===== src/rtl/hazard_ctrl.sv =====
// Pipeline sequencing controller: derives PC/IF-ID/ID-EX/EX-MEM enables, flushes and
// bubbles from load-use hazards, EX-resolved control transfers and data-memory waits.
module hazard_ctrl #(
    parameter int unsigned CNT_W = 16
) (
    input  logic             clk,
    input  logic             rst,
    input  logic [2:0]       idRs,
    input  logic [2:0]       idRt,
    input  logic             idUsesRs,
    input  logic             idUsesRt,
    input  logic             exMemRead,
    input  logic             exRegWrite,
    input  logic [2:0]       exWriteReg,
    input  logic             exTaken,
    input  logic             memBusy,
    input  logic             haltWb,
    output logic             pcWrite,
    output logic             ifidWrite,
    output logic             ifidFlush,
    output logic             idexWrite,
    output logic             idexBubble,
    output logic             exmemWrite,
    output logic             halted,
    output logic [CNT_W-1:0] stallCount,
    output logic [CNT_W-1:0] flushCount
);

    typedef enum logic [1:0] {
        RUN      = 2'd0,
        MEM_WAIT = 2'd1,
        HALTED   = 2'd2
    } state_e;

    state_e           state_q, state_d;
    logic [CNT_W-1:0] stall_q, stall_d;
    logic [CNT_W-1:0] flush_q, flush_d;
    logic             halted_q, halted_d;
    logic             load_use;
    logic             flush_inc;

    assign load_use = exMemRead & exRegWrite &
                      ((idUsesRs & (idRs == exWriteReg)) |
                       (idUsesRt & (idRt == exWriteReg)));

    // Decode: freeze > control-transfer flush > load-use bubble > normal advance
    always_comb begin
        state_d    = state_q;
        pcWrite    = 1'b0;
        ifidWrite  = 1'b0;
        ifidFlush  = 1'b0;
        idexWrite  = 1'b0;
        idexBubble = 1'b0;
        exmemWrite = 1'b0;
        flush_inc  = 1'b0;

        if (!rst) begin
            ifidFlush  = 1'b1;
            idexBubble = 1'b1;
            state_d    = RUN;
        end else begin
            unique case (state_q)
                RUN, MEM_WAIT: begin
                    if (memBusy) begin
                        state_d = MEM_WAIT;
                    end else begin
                        state_d = RUN;
                        if (haltWb) begin
                            pcWrite    = 1'b1;
                            ifidWrite  = 1'b1;
                            idexWrite  = 1'b1;
                            exmemWrite = 1'b1;
                            state_d    = HALTED;
                        end else if (exTaken) begin
                            pcWrite    = 1'b1;
                            ifidWrite  = 1'b1;
                            ifidFlush  = 1'b1;
                            idexWrite  = 1'b1;
                            idexBubble = 1'b1;
                            exmemWrite = 1'b1;
                            flush_inc  = 1'b1;
                        end else if (load_use) begin
                            idexWrite  = 1'b1;
                            idexBubble = 1'b1;
                            exmemWrite = 1'b1;
                        end else begin
                            pcWrite    = 1'b1;
                            ifidWrite  = 1'b1;
                            idexWrite  = 1'b1;
                            exmemWrite = 1'b1;
                        end
                    end
                end
                HALTED: state_d = HALTED;
                default: state_d = RUN;
            endcase
        end
    end

    // Saturating performance counters; frozen once halted
    always_comb begin
        stall_d  = stall_q;
        flush_d  = flush_q;
        halted_d = (state_d == HALTED);
        if (rst && (state_q != HALTED)) begin
            if (!pcWrite && (stall_q != {CNT_W{1'b1}}))
                stall_d = stall_q + CNT_W'(1);
            if (flush_inc && (flush_q != {CNT_W{1'b1}}))
                flush_d = flush_q + CNT_W'(1);
        end
    end

    always_ff @(posedge clk or negedge rst) begin
        if (!rst) begin
            state_q  <= RUN;
            stall_q  <= '0;
            flush_q  <= '0;
            halted_q <= 1'b0;
        end else begin
            state_q  <= state_d;
            stall_q  <= stall_d;
            flush_q  <= flush_d;
            halted_q <= halted_d;
        end
    end

    assign halted     = halted_q;
    assign stallCount = stall_q;
    assign flushCount = flush_q;

endmodule


===== config.mk =====
export PLATFORM = sky130hd
export DESIGN_NAME = hazard_ctrl
export DESIGN_NICKNAME = d
export VERILOG_FILES = /design/src/rtl/hazard_ctrl.sv
export SDC_FILE = /design/constraint.sdc
export NUM_CORES = 1
export LEC_CHECK = 0
export CAP_MARGIN = 0
export CORE_MARGIN = 5
export CORE_UTILIZATION = 45
export CTS_CLUSTER_SIZE = 8
export DETAILED_ROUTE_END_ITERATION = 8
export PLACE_DENSITY = 0.77
export SYNTH_ARGS = -nofsm -noshare
export SYNTH_HDL_FRONTEND = slang
export SYNTH_SLANG_ARGS = --single-unit

===== constraint.sdc =====
create_clock -name clk -period 2.2 [get_ports clk]
set_input_delay 0.22 -clock clk [delete_from_list [all_inputs] [get_ports clk]]
set_output_delay 0.22 -clock clk [all_outputs]
set_load 0.005 [all_outputs]

**Word-level counts from Yosys, hierarchy flattened**

Cells that the tools add are included.

- Add/sub/neg operators: 2
- Equal/unequal tests: 8
- Muxes and demuxes: 25
- Bitwise gates (word level): 5
- Reductions and logical operators: 8

Operators with widths:

| kind | number |
|---|---|
| 16-bit by 1-bit adder with 16-bit output (second input constant) | 2 |
| 16-bit != test (second input constant) | 2 |
| 1-bit two-way mux | 21 |
| 3-bit == test | 2 |
| 2-bit two-way mux | 3 |
| 1-bit AND | 4 |
| 2-bit == test (second input constant) | 2 |
| 2-bit one-hot mux with 2 select lines | 1 |
| 2-bit AND reduction | 2 |
| 1-bit logical AND | 3 |
| 2-bit by 1-bit == test with 1-bit output (second input constant) | 1 |
| 2-bit logical NOT | 1 |
| 2-bit != test (second input constant) | 1 |
| 2-bit OR reduction | 1 |
| 1-bit logical NOT | 1 |
| 1-bit bitwise OR | 1 |

- Register bits: 35
- Bits of input ports: 18
- Output and inout bits: 39

**Longest topological paths before layout**

Gate-level depths: netlist (run 1).

- Word-level depth: 13
- Depth in mapped cells: 7
- Gate-level depth less buffers: 7

**Least setup slack after synthesis (run 1)**

No wires, ideal clock.

- Path type: register -> register
- From: register stall_q[0] (netlist: stallCount[0])
- To: register stall_q[15] (netlist: stallCount[15])
- Library setup time: 0.079 ns
- Arrival: 1.807 ns
- Required time: 2.121 ns
- Path slack: 0.313 ns
- Cell stages (with the launch flop): 7
- Path buffers: 0
- Clock period less this slack: 1.887 ns
- Cells stage by stage: dfrtp_1 ha_1 nand3_1 nor4_4 or4b_1 nor4b_1 xor2_1

- Longest elaborated chain between the ends: 3
- Elaborated cells on any way between the ends: 4
- Classes of those cells: 1 x add/sub; 1 x eq/ne; 2 x reduce/logical

Ends and longest elaborated chain:

| what | line | text |
|---|---|---|
| from (decl) | 36 | `logic [CNT_W-1:0] stall_q, stall_d;` |
| from (signal assigned) | 121 | `stall_q <= stall_d;` |
| branches (longest 3 deep; another with 16-bit by 1-bit adder with 16-bit output) | n/a |  |

Parallel ways; which one is timed is not known.
A chain may end at the register's enable or synchronous reset.

**Worst setup path after layout (run 1)**

- From: input port idRt[1]
- To: output port idexBubble

- Longest elaborated chain between the ends: 10

Ends and longest elaborated chain:

| what | line | text |
|---|---|---|
| from (decl) | 9 | `input logic [2:0] idRt,` |
| 3-bit == test | 44 | `(idUsesRt & (idRt == exWriteReg)));` |
| 1-bit AND | 44 |  |
| 1-bit bitwise OR | 43 | `((idUsesRs & (idRs == exWriteReg)) \|` |
| 1-bit AND | 42 | `assign load_use = exMemRead & exRegWrite &` |
| 1-bit two-way mux | 82 | `end else if (load_use) begin` |
| 1-bit two-way mux | 74 | `end else if (exTaken) begin` |
| 1-bit two-way mux | 68 | `if (haltWb) begin` |
| 1-bit two-way mux | 64 | `if (memBusy) begin` |
| 1-bit two-way mux | 62 | `unique case (state_q)` |
| 1-bit two-way mux | 57 | `if (!rst) begin` |
| to (decl) | 22 | `output logic idexBubble,` |

Every way passes these cells.

==> impl.org, run 1 <==
** Outcome
- Result of the run :: complete, no violations

** Synth
- The cell area that synthesis handed to floorplanning was 1800 µm².
- The number of different library cells used by synthesis comes to 39.
- Sorting the synthesized cells by how often they occur yields 35 x sky130_fd_sc_hd__dfrtp_1, 19 x sky130_fd_sc_hd__xnor2_1, 15 x sky130_fd_sc_hd__xor2_1.
- Dominant combinational cell family by area after synthesis :: simple AND/OR/NAND/NOR gates
- Count of synthesis-stage warnings from yosys :: 0
- Multiplexer share of the synthesized area :: 1.88%
- The largest total area in the synthesized netlist belongs to sky130_fd_sc_hd__dfrtp_1.
- Summing the areas of all and, or, nand and nor instances in the mapped netlist gives 24.7% of the synthesized area.
- Ranked by total cell area, the synthesized netlist is headed by sky130_fd_sc_hd__dfrtp_1 49%, sky130_fd_sc_hd__xnor2_1 9.2%, sky130_fd_sc_hd__xor2_1 7.3%, sky130_fd_sc_hd__nand4_1 3.8%, sky130_fd_sc_hd__nand2_1 2.9%.
- In the synthesized netlist the async set-or-reset flop fraction comes to 100%.
- Share of Yosys cell area claimed by the top area cell type :: 48.6%
- Summing the areas of all fa, ha and maj instances in the mapped netlist gives 1.39% of the synthesized area.
- Number of instances in the synthesized netlist :: 170
- Register area share after synthesis :: 48.6%
- Average size of a mapped cell :: 10.6 µm²
- Area share of xor/xnor cells in the synthesized design :: 16.5%
- The synthesized design contains 35 register bits.
- Counting every net in the synthesized netlist gives 190.
- Yosys mapped a number of flops with a built-in enable equal to 0.
- The synthesized netlist devotes 5.07% of its cell area to compound gates.
- Most frequent cell after synthesis :: sky130_fd_sc_hd__dfrtp_1
- In the synthesized netlist the dominant register cell turns out to be sky130_fd_sc_hd__dfrtp_1.

** Detailed routing
- Once detail routing completed, the nets flagged for antenna violations numbered 0.
- In the routed design, unresolved DRC markers number 0.
- For this run, the detailed router's first-pass iteration total came to 4.
- Number of DRC violations after detailed-routing iteration 0 :: 52
- Total vias in the final route :: 1528
- After detailed routing, the number of vias per cell comes to 5.11.
- Routed wire per std cell :: 14.1 µm
- Routed WL :: 4210 µm

** Setup path
- At the worst endpoint, the required time is 1.98 ns.
- Critical path data arrival time :: 1.89 ns
- Kind of start point of the critical path :: primary input
- The worst setup path is captured at an output port.
- By startpoint and endpoint, the worst setup path is classified as in2out.
- Critical path peak fanout :: 3

** Global route
- The initial antenna violation count was 0.
- First-pass GRT wire length :: 6990 µm
- Via count of the first global-routing pass :: 1559
- Total global routing track utilization :: 16.6%
- The total overflow left after global routing is 0.
- Entering global routing, the biggest net connects 26 pins.

** Finish
- Antenna Diode Count :: 0
- Area taken by multi-input logic gates :: 903 µm²
- The net count of the finished layout is 268.
- From synthesis to final layout, the design area changed by 46.5%.
- Combined flip-flop and latch cell area :: 876 µm²
- The finished cells cover 2640 µm².
- Filler cell count in the final layout :: 331
- Layout cells sized above 1 :: 14.1%

** Clock network
- At the later pin of the worst-skew pair, clock insertion delay measures 0.28 ns.
- For this design, the sink count on the clock tree is 35.
- In this run the deepest clock path goes through 2 buffers.
- Number of buffers created by CTS :: 5
- TritonCTS built the clock tree.
- The H-tree was split into 2 levels.
- Clock tree root buffer cell :: sky130_fd_sc_hd__clkbuf_8
- Post-CTS clock slew at the launch and capture registers of the worst setup and hold paths :: 0.07 ns

** Power and ir drop
- Summed over all cells, the static leakage comes to 1.20 nW.
- Power density of the placed cells :: 652 nW/µm²
- The worst-case IR drop observed on VDD is 0.000630 V.

** Place
- At the placement stage, the worst setup path has a slack of -0.0983 ns.
- I/O Buffers :: 56
- Instance area at placement :: 2510 µm²
- The congestion estimate from routability-driven global placement came to 0.819.
- After legalization and detailed placement, the total HPWL measured 3250 µm.

** STA
- The worst path needs 2.11 ns of the cycle, external delays included.
- Headroom to the max-slew limit came out at 70.0%.
- Worst path setup slack after routing :: 0.0886 ns
- The max-slew violation count came to 0.
- Maximum achievable frequency :: 474 MHz
- The total count of hold-check failures in the final report is 0.
- On the final layout, the worst clock skew is 0.00512 ns.
- For the pin with the worst max-slew slack, the measured transition is 0.444 ns.
- Setup-failing EPs final :: 0
- After layout, the worst path uses 96.0% of the clock period.

** Floorplanning
- Once the floorplan was initialized, standard cells occupied 45.7% of the core.
- The die covers 5370 µm².
- 57 I/O pins were placed.
- The region available for standard cell placement spans 3940 µm².
- The die is 73.3 µm wide.
- Die span in y :: 73.3 µm
- Number of core rows :: 23

** Hold path
- In this run the worst hold path is classified as in2reg.

** Flow run
- Across the run, the number of max-cap violations was 0.
-- cells in the final DEF, fill, tap and decap left out, drive strengths merged, types with 3 or more instances in the layout --
cell           synthesis  routed
nand2                 15      15
dfrtp                 35      35
mux2                   3       3
nor3                   4       4
nand3                  9       9
xor2                  15      15
xnor2                 19      19
nor2                  10      10
inv                    4       4
buf                    2      18
and3                   7       7
nand2b                 3       3
a21oi                  7       7
clkdlybuf4s50          0      53
nor4                   4       4
nand4                 11      11
clkbuf                 1       6
-- path summary, 6_finish.rpt --
kind / start / end / slack, ns / cells past startpoint
min in group asynchronous: rst / stallCount[5]$_DFFE_PN0P_ / 0.47 / 3
max reg2reg: stallCount[0]$_DFFE_PN0P_ / stallCount[15]$_DFFE_PN0P_ / 0.20 / 6
min: rst / state_q[1]$_DFF_PN0_ / 0.23 / 3
max: idRt[1] / idexBubble / 0.09 / 6
min reg2reg: flushCount[7]$_DFFE_PN0P_ / flushCount[7]$_DFFE_PN0P_ / 0.50 / 1
max in group asynchronous: rst / stallCount[15]$_DFFE_PN0P_ / 1.17 / 4
-- power by group --
group	total (mW)	internal [mW]	switching (mW)
clock network	0.441	0.221	0.220
logic	0.448	0.287	0.160
registers	0.833	0.729	0.104
total	1.72	1.24	0.485
-- state kept, by name, summed over array words and instances (netlist names) --
signal and cells:
halted 1, state_q 2, stallCount 16, flushCount 16
-- cell families after synthesis --
logic type / Yosys count
compound gates: 13
xor+xnor: 34
fa+ha+maj: 2
buf+inv: 7
flops: 35
mux: 3
simple gates: 76
-- worst max-delay path, cell delays in order --
cell,delay [ns]
sky130_fd_sc_hd__clkdlybuf4s50_1,0.51
sky130_fd_sc_hd__xnor2_2,0.13
sky130_fd_sc_hd__nand4_1,0.16
sky130_fd_sc_hd__a21oi_2,0.22
sky130_fd_sc_hd__a21o_1,0.15
sky130_fd_sc_hd__clkdlybuf4s50_1,0.50
-- per-stage QoR --
step	utilization, %	setup TNS [ns]	total power, mW	hold slack [ns]	cells
4_1_cts	66.6	0	1.75	0.226	298
5_1_grt	67.0	-0.00365	1.83	0.233	299
2_1_floorplan	-	0	0.995	-0.0756	170
6_report	67.0	0	1.72	0.230	299
3_3_place_gp	63.8	0	1.28	0.213	288
3_5_place_dp	63.8	-0.914	1.29	0.216	288
-- layout make-up --
class	instances	area share [%]
flip-flops and latches	35	33.2
clock inverters	2	0.474
well taps	50	2.37
multi-input cells	128	34.2
inverters	4	0.569
repair buffers	74	26.4
clock buffers	6	2.75
-- repair_timing --
item / in CTS / in global routing
hold buffers: 1 / 0
pin swaps: 1 / 4
buffers inserted: 1 / 1
setup endpoints to repair: 3 / 3
hold endpoints to repair: 10 / 0
resized for setup: 2 / 2
-- layer usage --
layer | part of all wire (%) | vias to the layer above | routed length, µm | global-route usage [%]
li1 | - | 757 | - | -
met1 | 47 | 731 | 1960 | 22.0
met2 | 47 | 38 | 1980 | 27.1
met3 | 5.7 | 2 | 241 | 4.24
met4 | 0.74 | 0 | 31 | 4.30
met5 | 0 | - | 0 | 0
Power figures use the tool's default switching activity.
==> run 2: changes to the inputs <==
--- a/config.mk
+++ b/config.mk
@@ -6,11 +6,13 @@
 export NUM_CORES = 1
 export LEC_CHECK = 0
 export CAP_MARGIN = 0
+export CELL_PAD_IN_SITES_DETAIL_PLACEMENT = 1
+export CELL_PAD_IN_SITES_GLOBAL_PLACEMENT = 2
 export CORE_MARGIN = 5
-export CORE_UTILIZATION = 45
+export CORE_UTILIZATION = 28
 export CTS_CLUSTER_SIZE = 8
 export DETAILED_ROUTE_END_ITERATION = 8
-export PLACE_DENSITY = 0.77
+export PLACE_DENSITY = 0.78
 export SYNTH_ARGS = -nofsm -noshare
 export SYNTH_HDL_FRONTEND = slang
 export SYNTH_SLANG_ARGS = --single-unit
==> run 2 against run 1 <==
Net effect:
- clock skew decreased by 0.0011 ns
- clock power increased by 56%
- sequential share of layout area decreased by 1.7 points
- routed wire length increased by 16%
- die area increased by 52%
- flip-flop and latch count unchanged
- non-clock buffer count increased by 7
- critical endpoint is now pcWrite
==> impl.org, run 2 (synthesized netlist as in run 1, its figures left out) <==
** Outcome
- The flow ran to the end, and the final reports show no timing, DRC or antenna violations.

** Global route
- In the global route stage, overall resource usage came out at 12.3%.
- In the global route stage, met1 resource usage came out at 17.4%.
- Met2 routing resource usage after global routing :: 18.0%
- The via count of the first global-routing pass came to 1679.
- Entering global routing, the biggest net connects 19 pins.
- For this run the aggregate overflow at the end of global routing stands at 0.
- Number of antenna violations at the first check in global routing :: 0
- First-pass GRT wire length :: 8350 µm
- Peak-usage layer in the global routing report :: met2
- For this run, global-route usage on met3 was measured as 2.59%.

** Clock network
- TritonCTS built the clock tree.
- Post-CTS clock slew at the launch and capture registers of the worst setup and hold paths :: 0.07 ns
- Counting along the longest clock path gives a buffer depth of 2.
- The cell sitting at the root of the clock tree is a sky130_fd_sc_hd__clkbuf_8.
- Clock Sinks :: 35
- H-tree depth :: 2
- Later-pin clock latency in the skew report :: 0.28 ns
- Number of buffers created by CTS :: 5

** Setup path
- Worst path required time :: 1.98 ns
- By startpoint and endpoint, the worst setup path is classified as in2out.
- Critical path data arrival time :: 1.86 ns
- Counting cells, the worst reg-to-reg path comes to 6.
- Kind of start point of the critical path :: primary input
- CP Capture Type :: output port
- Critical path peak fanout :: 2

** Power and ir drop
- The worst-case IR drop observed on VDD is 0.000430 V.
- Power density of the placed cells :: 714 nW/µm²
- Clock power frac :: 34.7%
- Combinational fraction of design power :: 23.2%
- Summed over all cells, the static leakage comes to 1.27 nW.
- Switching share of power :: 25.7%
- Cell internal power was estimated by the tool at 1.48 mW.
- The completed layout was analyzed and its total power is 1.98 mW.
- Per report_power, the sequential group accounts for 42.1% of the total.
- Switching Power :: 0.510 mW

** Detailed routing
- The detail route stage leaves a number of antenna-violating nets equal to 0.
- DRC violation count after routing :: 0
- Routed WL :: 4890 µm
- After detailed routing, the average wire length per cell comes to 14.7 µm.
- 1st-pass router iterations :: 4
- Via density :: 4.76
- Detailed routing inserted a total of 1584 vias.
- Number of DRC violations after detailed-routing iteration 0 :: 19

** Finish
- Area growth from synthesis to final layout :: 54.4%
- Non-Filler Instances :: 333
- Leaving out fill and tap cells, the most frequent cell in the layout is sky130_fd_sc_hd__clkdlybuf4s50_1.
- Commonest cells after routing, fill and taps aside :: 51 x sky130_fd_sc_hd__clkdlybuf4s50_1, 35 x sky130_fd_sc_hd__dfrtp_1, 23 x sky130_fd_sc_hd__buf_4
- Layout cells sized above 1 :: 16.0%
- The final layout contains 275 nets.
- For this run, the share of the core covered by cells in the final layout is 44.1%.
- 0 antenna diodes ended up in the layout.

** Place
- Placer Congestion :: 0.730
- Placed insts :: 320
- Detailed placement ended at an HPWL of 3730 µm.
- Prior to clock tree synthesis, the placed netlist has a worst setup slack of -0.0771 ns.
- During placement, the flow inserted port buffers numbering 56.

** Hold path
- The min-delay analysis places its worst path in the category in2reg.
- The worst hold path passes through 3 cells.

** Floorplanning
- In this run the vertical extent of the chip is 90.2 µm.
- Core ar. :: 6310 µm²
- The initialized floorplan defines 29 standard-cell rows.
- Area of the die :: 8140 µm²
- Top-level port count :: 57
- For this configuration, the core starts out at a cell density of 28.5%.
- Die Span X :: 90.2 µm

** STA
- Dividing the final minimum period by the clock period gives 94.6%.
- The total count of hold-check failures in the final report is 0.
- At the pin with the least slew margin, the transition time is 0.866 ns.
- Headroom to the max-slew limit :: 42.1%
- Minimum hold slack :: 0.244 ns
- Setup repair after global routing left no endpoint under its margin.
- Counting I/O delays and the setup requirement, the final critical path takes 2.08 ns.
- In the post-route analysis, the smallest setup slack over all paths is 0.118 ns.
- Setup violations remaining at the end of the flow were counted as 0.
- For this run, the top clock speed supported by timing is 480 MHz.
- Post-Route Skew :: 0.00402 ns
- Max Transition Viols Final :: 0

** Flow run
- Across the run, the number of max-cap violations was 0.
==> run 2: changes by cell type in the layout (fill, tap and decap cells not counted), sizes merged <==
cell / delta
dlygate4sd3: +1
clkdlybuf4s50: -2
clkinvlp: -1
buf: +6
dlymetal6s2s: +2
clkinv: -1
bufinv: +2
==> run 2: worst paths after layout <==
check	startpoint	to	slack, ns
worst max-delay path	idRt[1]	pcWrite	0.12
worst min-delay path	rst	state_q[1]$_DFF_PN0_	0.24
worst max register to register	stallCount[0]$_DFFE_PN0P_	stallCount[15]$_DFFE_PN0P_	0.23
worst min register to register	flushCount[7]$_DFFE_PN0P_	flushCount[7]$_DFFE_PN0P_	0.50
max in group asynchronous	rst	flushCount[11]$_DFFE_PN0P_	0.87
min in group asynchronous	rst	stallCount[1]$_DFFE_PN0P_	0.70
==> run 2: routing by layer <==
metal / up-vias / share of wire [%]
met1: 760 / 51
met2: 43 / 43
met4: 0 / 1.4
met3: 7 / 4.2
met5: - / 0
li1: 774 / -
==> run 2: layout make-up <==
type / count / area, µm²
timing repair buffer: 81 / 758
tap: 77 / 96.3
inverter: 4 / 15.0
clock buffer: 6 / 72.6
fill: 721 / 3530
clock inverter: 2 / 60.1
sequential: 35 / 876
multi-input combinational: 128 / 903
==> run 2: critical path, stage by stage <==
cell and delay (ns):
sky130_fd_sc_hd__clkdlybuf4s50_1 0.47, sky130_fd_sc_hd__xnor2_1 0.12, sky130_fd_sc_hd__nand4_1 0.18, sky130_fd_sc_hd__a21oi_2 0.21, sky130_fd_sc_hd__buf_4 0.13, sky130_fd_sc_hd__a21boi_1 0.07, sky130_fd_sc_hd__clkdlybuf4s50_1 0.45
==> run 2: power by group through the flow <==
stage	registers, mW	logic (mW)	clock network (mW)
6_report	0.835	0.461	0.689
5_1_grt	0.854	0.505	0.739
4_1_cts	0.839	0.468	0.715
3_5_place_dp	0.849	0.460	0
3_3_place_gp	0.848	0.455	0
2_1_floorplan	0.835	0.161	0
==> run 2: per-stage QoR <==
stage | instance area [µm²] | TNS [ns]
floorplan | 1800 | 0
global placement | 2580 | 0
detailed placement | 2580 | -0.253
CTS | 2760 | 0
global route | 2780 | 0
finish | 2780 | 0
==> run 2: timing repair <==
item,CTS,global route
pin swaps,2,3
hold buffers,2,0
setup buffers,2,1
resized for setup,1,6
gates cloned,0,0
hold endpoints to repair,35,0
setup endpoints to repair,3,3
==> run 3: changes to the inputs <==
--- a/config.mk
+++ b/config.mk
@@ -10,6 +10,7 @@
 export CELL_PAD_IN_SITES_GLOBAL_PLACEMENT = 2
 export CORE_MARGIN = 5
 export CORE_UTILIZATION = 28
+export CTS_CLUSTER_DIAMETER = 40
 export CTS_CLUSTER_SIZE = 8
 export DETAILED_ROUTE_END_ITERATION = 8
 export PLACE_DENSITY = 0.78
==> results of run 3 <==
No change in the layout: final DEF, timing and power equal those of run 2.
